$ cat config.mk
export PLATFORM = sky130hd
export DESIGN_NAME = serial_subtractor
export DESIGN_NICKNAME = d
export VERILOG_FILES = /design/src/rtl/serial_sub_pkg.sv /design/src/rtl/full_subtractor.sv /design/src/rtl/serial_subtractor.sv
export SDC_FILE = /design/constraint.sdc
export NUM_CORES = 1
export LEC_CHECK = 0
export CORE_ASPECT_RATIO = 1.5
export CORE_MARGIN = 4
export CORE_UTILIZATION = 46
export CTS_BUF_LIST = sky130_fd_sc_hd__clkbuf_16
export DETAILED_ROUTE_END_ITERATION = 12
export HOLD_SLACK_MARGIN = 0.15
export PLACE_DENSITY = 0.74
export SLEW_MARGIN = 20
export SYNTH_ARGS = -nofsm -noshare
export SYNTH_HDL_FRONTEND = slang
export SYNTH_SLANG_ARGS = --single-unit
$ cat constraint.sdc
create_clock -name clk -period 1.5 [get_ports clk]
set_input_delay 0.45 -clock clk [delete_from_list [all_inputs] [get_ports clk]]
set_output_delay 0.45 -clock clk [all_outputs]
set_load 0.005 [all_outputs]
$ cat src/rtl/serial_sub_pkg.sv
// Shared definitions for the bit-serial subtractor: FSM state encoding and default width.
package serial_sub_pkg;

    localparam int DEFAULT_WIDTH = 8;

    typedef enum logic [1:0] {
        IDLE = 2'd0,
        RUN  = 2'd1,
        DONE = 2'd2
    } state_e;

endpackage

$ cat src/rtl/full_subtractor.sv
// One-bit full subtractor: difference and borrow-out for a - b - bin.
module full_subtractor (
    input  logic a,
    input  logic b,
    input  logic bin,
    output logic d,
    output logic bout
);

    assign d    = a ^ b ^ bin;
    assign bout = (~a & b) | (~(a ^ b) & bin);

endmodule

$ cat src/rtl/serial_subtractor.sv
// Bit-serial WIDTH-bit subtractor: one full_subtractor walks the operands LSB first,
// producing a - b with final borrow and signed overflow after WIDTH RUN cycles.
module serial_subtractor
    import serial_sub_pkg::*;
#(
    parameter int WIDTH = DEFAULT_WIDTH
) (
    input  logic             clk,
    input  logic             rst_n,
    input  logic             start,
    input  logic [WIDTH-1:0] a,
    input  logic [WIDTH-1:0] b,
    output logic             busy,
    output logic             done,
    output logic [WIDTH-1:0] diff,
    output logic             borrow_out,
    output logic             ovf
);

    localparam int            CW        = $clog2(WIDTH + 1);
    localparam logic [CW-1:0] LAST_STEP = CW'(WIDTH - 1);

    state_e           state_q;
    logic [WIDTH-1:0] a_sh_q;
    logic [WIDTH-1:0] b_sh_q;
    logic [WIDTH-1:0] res_q;
    logic [WIDTH-1:0] diff_q;
    logic [CW-1:0]    cnt_q;
    logic             bin_q;
    logic             busy_q;
    logic             done_q;
    logic             borrow_q;
    logic             ovf_q;
    logic             a_msb_q;
    logic             b_msb_q;

    logic             d_bit;
    logic             bout_bit;
    logic [WIDTH-1:0] res_d;
    logic [CW-1:0]    cnt_d;

    full_subtractor u_fs (
        .a    (a_sh_q[0]),
        .b    (b_sh_q[0]),
        .bin  (bin_q),
        .d    (d_bit),
        .bout (bout_bit)
    );

    assign res_d = {d_bit, res_q[WIDTH-1:1]};
    assign cnt_d = cnt_q + CW'(1);

    always_ff @(posedge clk) begin
        if (!rst_n) begin
            state_q  <= IDLE;
            a_sh_q   <= '0;
            b_sh_q   <= '0;
            res_q    <= '0;
            diff_q   <= '0;
            cnt_q    <= '0;
            bin_q    <= 1'b0;
            busy_q   <= 1'b0;
            done_q   <= 1'b0;
            borrow_q <= 1'b0;
            ovf_q    <= 1'b0;
            a_msb_q  <= 1'b0;
            b_msb_q  <= 1'b0;
        end else begin
            case (state_q)
                IDLE: begin
                    done_q <= 1'b0;
                    if (start) begin
                        a_sh_q  <= a;
                        b_sh_q  <= b;
                        a_msb_q <= a[WIDTH-1];
                        b_msb_q <= b[WIDTH-1];
                        res_q   <= '0;
                        bin_q   <= 1'b0;
                        cnt_q   <= '0;
                        busy_q  <= 1'b1;
                        state_q <= RUN;
                    end
                end
                RUN: begin
                    a_sh_q <= a_sh_q >> 1;
                    b_sh_q <= b_sh_q >> 1;
                    bin_q  <= bout_bit;
                    res_q  <= res_d;
                    cnt_q  <= cnt_d;
                    // Last bit pair: publish results directly from the combinational bit
                    if (cnt_q == LAST_STEP) begin
                        diff_q   <= res_d;
                        borrow_q <= bout_bit;
                        ovf_q    <= (a_msb_q ^ b_msb_q) & (a_msb_q ^ d_bit);
                        busy_q   <= 1'b0;
                        done_q   <= 1'b1;
                        state_q  <= DONE;
                    end
                end
                DONE: begin
                    done_q  <= 1'b0;
                    state_q <= IDLE;
                end
                default: begin
                    busy_q  <= 1'b0;
                    done_q  <= 1'b0;
                    state_q <= IDLE;
                end
            endcase
        end
    end

    assign busy       = busy_q;
    assign done       = done_q;
    assign diff       = diff_q;
    assign borrow_out = borrow_q;
    assign ovf        = ovf_q;

endmodule

==> out/metrics.cfg <==
[timing]
layout_setup_ws_ps = 82.11
hold_violations = 0
hold_ws_ps = 458.6
fmax_mhz = 705.3
slew_viol_final = 0
tightest_slew_ps = 410.2
max_slew_margin_pct = 72.62
min_period_over_period_pct = 94.53
finalClockSkew_ps = 6.689
period_minus_slack_ps = 1418
fin_tns_setup_ps = 0
setup_viol = 0

[route]
routedWlPerCell_um = 13.96
first_iter_violations = 40
finalWirelength_mm = 3.880
ant_nets = 0
drc = 0
first_pass_iters = 4
vias = 1544
vias_per_cell = 5.554

[clock_network]
htreeDepth = 2
clkLatencyLatePin_ps = 280
cts-buffers-inserted = 5
hold_buffers = 0
cts_buffer_depth = 2
clock-sinks = 44
clkTransAtPathRegs_ps = 60
cts_tree = done
cts_root_buffer = clkbuf_16

[status]
status = completed

[critical_path]
critical_path_buf_inv_count = 1
end_kind = flip-flop
critPathRequiredTime_ps = 1700
critPathLaunchType = flip-flop
r2r_start = bin_q
crit_chain = inv_2 -> fa_2 -> and3b_1 -> a21oi_2 -> a211oi_2
crit_start = bin_q
slowest_stage = fa_2
arrival_ps = 1620
max_stage_delay_ps = 570
crit_family = adder cells
critPathKind = flip-flop to flip-flop
crit_fanout = 3

[run]
cap_viol_max_count = 0

[global_routing]
grt_pass1_vias = 1454
grt_antenna_before_repair = 0
grt_max_degree = 16
grt_overflow = 0
gr-usage-all-layers_pct = 16.77
grt_pass1_wl_mm = 6.541

[logic_synthesis]
synth_area_um2 = 1793
synthCells = 195
synth_cell_types = 32
syn-num-nets = 216
ys_seq_area_share_pct = 49.13
ys_warn_count = 0
ys_ff_latch = 44
syn_area_per_cell_um2 = 9.195

[final_layout]
fillers = 329
area_delta_synth_final_pct = 31.68
drive_above_1_share_pct = 15.32
antennaDiodeCount = 0
fin_nets = 256

[power]
powerDensity_nw_per_um2 = 1227
leakagePower_nw = 0.9359
ir_drop_mv = 0.9037

[floorplanning]
start_util_pct = 48.25
fp-row-count = 27
coreArea_um2 = 3716
pin_count = 31
fp.dieArea_um2 = 4981
die_x_um = 58.98
fp.dieH_um = 84.47

[min_path]
min_path_type = flip-flop to flip-flop
hp-start = b_sh_q[7]

[place]
hpwl_mm = 2.924
dpl_worst_slack_ps = -278.7
gp_congestion = 0.8113
port_buffers = 30

-- cell usage after synthesis --
cell	number	area, um2
dfxtp_1	44	880.8
a21oi_1	29	145.1
o21ai_0	24	120.1
nor2_1	17	63.81
o2bb2ai_1	11	96.34
nand3_1	10	50.05
nand2_1	9	33.78
a22o_1	8	70.07
inv_1	5	18.77
buf_2	4	20.02
clkbuf_1	4	15.01
o22ai_1	4	25.02
a211oi_1	3	22.52
buf_6	3	33.78
and3b_1	2	17.52
clkbuf_8	2	27.53
a221oi_1	1	8.760
a31oi_1	1	6.260
and2b_2	1	8.760
fa_1	1	20.02
ha_1	1	12.51
mux2i_1	1	10.01
nand2b_1	1	6.260
nand2b_4	1	13.76
nand3b_1	1	7.510
nor2_2	1	6.260
nor3b_1	1	7.510
o211a_1	1	10.01
o21ba_2	1	10.01
o21bai_1	1	7.510
o32a_2	1	11.26
or3_1	1	6.260
-- flip-flops by register name, summed over array words and instances (netlist names), 2 cells and up --
name	flops
a_sh_q	8
b_sh_q	8
diff	8
res_q	7
cnt_q	4
state_q	2
-- cell type report --
cell class,count,area (um2),share of cell area [%]
Multi-Input combinational cell,133,812.0,34.39
Tap cell,43,53.80,2.279
Timing Repair Buffer,46,407.9,17.28
Sequential cell,44,883.3,37.41
Clock buffer,5,125.1,5.299
Inverter,5,18.77,0.7949
Clock inverter,2,60.06,2.544
-- worst register-to-register path: cells and delay by family, from the launching register on --
kind / cells / cell delay (ps)
buf+inv: 1 / 40
fa+ha+maj: 1 / 570
flops: 1 / 340
simple gates: 1 / 180
compound gates: 2 / 200
-- repair_timing --
item,CTS,global route
resized for setup,13,8
pin swaps,1,3
setup endpoints to repair,13,23
buffers inserted,0,1
-- power breakdown --
part           leakage [nW]  switching [mW]  internal (mW)
Combinational         0.486           0.136          0.142
Clock                0.0899           0.422          0.944
Sequential            0.360          0.0332           1.22
Total                 0.936           0.591           2.31
-- path summary, 6_finish.rpt --
check,end,slack (ps),cells after the start
setup / recovery,ovf,80,5
hold / removal,b_sh_q[7],460,2
setup reg to reg,ovf,80,5
hold reg to reg,b_sh_q[7],460,2
-- cell usage in the layout (no fill, tap or decap), types with 4 or more instances in the layout --
cell / n
a21oi_1: 28
a22o_1: 8
buf_4: 16
clkbuf_16: 5
clkdlybuf4s50_1: 17
dfxtp_1: 42
dlygate4sd2_1: 12
inv_1: 4
nand2_1: 9
nand3_1: 10
nor2_1: 16
o21ai_0: 24
o22ai_1: 4
o2bb2ai_1: 11
-- metrics by stage --
stage          instance area [um2]  util [%]  cells  power [mW]
6_report                      2361     63.54    278       2.897
5_1_grt                       2361     63.54    278       3.000
4_1_cts                       2336     62.86    277       2.918
3_5_place_dp                  2163     58.22    270       1.554
3_3_place_gp                  2163     58.22    270       1.549
2_1_floorplan                 1793         -    195       1.432
-- routing by layer --
| metal | vias up | GRT usage (%) | share of wire [%] |
|---|---|---|---|
| met2 | 42 | 28.57 | 52 |
| met1 | 714 | 19.77 | 42 |
| met3 | 7 | 4.154 | 4.6 |
| li1 | 781 | - | - |
| met5 | - | 0 | 0 |
| met4 | 0 | 6.186 | 1.3 |
-- cell families (layout without fill, tap and decap cells) --
family	after synthesis	in the layout	synth area share (%)
flops	44	44	49.13
buf+inv	18	58	6.420
simple gates	45	45	12.35
mux	1	1	0.5583
fa+ha+maj	2	2	1.814
compound gates	85	85	29.73
No activity file was read; power rests on OpenSTA's default activity.
==> patch (same settings) <==
The 3 states of `state_e` get a one-hot encoding in 3 bits.
--- a/src/rtl/serial_sub_pkg.sv
+++ b/src/rtl/serial_sub_pkg.sv
@@ -5,6 +5,6 @@
 
-    typedef enum logic [1:0] {
-        IDLE = 2'd0,
-        RUN  = 2'd1,
-        DONE = 2'd2
+    typedef enum logic [2:0] {
+        IDLE = 3'b001,
+        RUN  = 3'b010,
+        DONE = 3'b100
     } state_e;
Formal check against the unedited RTL: no difference found for any inputs over 10 cycles, from zero or initial values and one cycle with rst_n low; not proved beyond that.
==> patch against the original RTL <==
- the flow now finishes with violations (negative setup slack)
- routed wire length up 17%
- via count grew 8.2%
- cell area up 15%
- total power fell by 1.8%
- worst setup slack got worse by 0.10 ns
- area after synthesis grew 9.3%
- clock power is 12% lower
- combinational power rose by 25%
- sequential cell count rose by 1
- critical path type unchanged
- largest power group is now registers
==> patch: results <==
export IMPL_failed_checks="negative setup slack"
export IMPL_drt_wl_total_microns=4550
export IMPL_synthTopCellsByCount="dfxtp_1, nand2_1, a21oi_1"
export IMPL_gr_usage_met3_pct=5.16
export IMPL_synth_cell_types=44
export IMPL_synth_compound_area_share_pct=28.5
export IMPL_final_setup_worst_slack_ns=-0.0175
export IMPL_max_stage_delay_ns=0.35
export IMPL_hp_start="done"
export IMPL_max_slew_worst_pin_slew_ns=0.347
export IMPL_place_area_sq_um=2460
export IMPL_crit_fanout=5
export IMPL_placed_cells=285
export IMPL_grt_usage_pct=18.5
export IMPL_layout_cells_non_filler=297
export IMPL_synth_area_leaders="dfxtp_1, nand2_1, o32a_1"
export IMPL_via_per_inst=5.62
export IMPL_critPathSlowestCell="dfxtp_2"
export IMPL_grt_max_degree=32
export IMPL_synth_adder_area_share_pct=1.66
export IMPL_seqCellArea_sq_um=906
export IMPL_use_met1_pct=20.8
export IMPL_drive_gt1_share_pct=25.0
export IMPL_final_nets=272
export IMPL_seq_area_frac_synth_pct=46.0
export IMPL_synth_mux_area_fraction_pct=0
export IMPL_tns_ns=-0.0484
export IMPL_reg2regPathDepth=7
export IMPL_syn_nets=223
export IMPL_vdd_drop_max_mv=0.958
export IMPL_skew_ns=0.00569
export IMPL_endpoint="diff[6]"
export IMPL_drt_iter0_markers=81
export IMPL_p_leak_nw=1.10
export IMPL_dpl_worst_slack_ns=-0.488
export IMPL_grt_pass1_wl_microns=7420
export IMPL_drtPass1Iterations=4
export IMPL_post_cts_buffers=1
export IMPL_crit_arrival_ns=1.74
export IMPL_place_hpwl_microns=3140
export IMPL_drc_errors=0
export IMPL_globalplace_congestion=0.795
export IMPL_outcome="finished, violations left"
export IMPL_cp_top_family="simple AND/OR/NAND/NOR gates"
export IMPL_min_to="done"
export IMPL_grt_pass1_vias=1691
export IMPL_holdWs_ns=0.452
export IMPL_grt_use_met2_pct=31.6
export IMPL_setup_viol=3
export IMPL_cts_resized_gates=15
export IMPL_avgSynthCellArea_sq_um=9.70
export IMPL_min_path_cells=2
export IMPL_r2r_start="cnt_q[1]"
export IMPL_fillers=318
==> patch: report_power, final <==
group | switching (W) | leakage (nW) | internal (W)
Clock | 0.000432 | 0.0852 | 0.000782
Combinational | 0.000147 | 0.648 | 0.000200
Sequential | 0.0000335 | 0.368 | 0.00125
==> patch: area by class of cell <==
cell class | count | area share (%)
Tap cell | 45 | 2.08
Sequential cell | 45 | 33.5
Clock inverter | 3 | 1.57
Timing Repair Buffer | 58 | 21.5
Inverter | 5 | 0.693
Multi-Input combinational cell | 136 | 36.1
Clock buffer | 5 | 4.62
==> patch: layer usage <==
| layer | wire length (microns) | part of all wire (%) | vias to the layer above |
|---|---|---|---|
| met2 | 2380 | 52 | 38 |
| li1 | - | - | 828 |
| met3 | 199 | 4.4 | 9 |
| met5 | 0 | 0 | - |
| met4 | 114 | 2.5 | 0 |
| met1 | 1860 | 41 | 795 |
==> patch: tightest hold or removal path, cell delays in order (launching register included) <==
cell     delay, ns
dfxtp_1       0.31
inv_1         0.05
a21oi_1       0.05
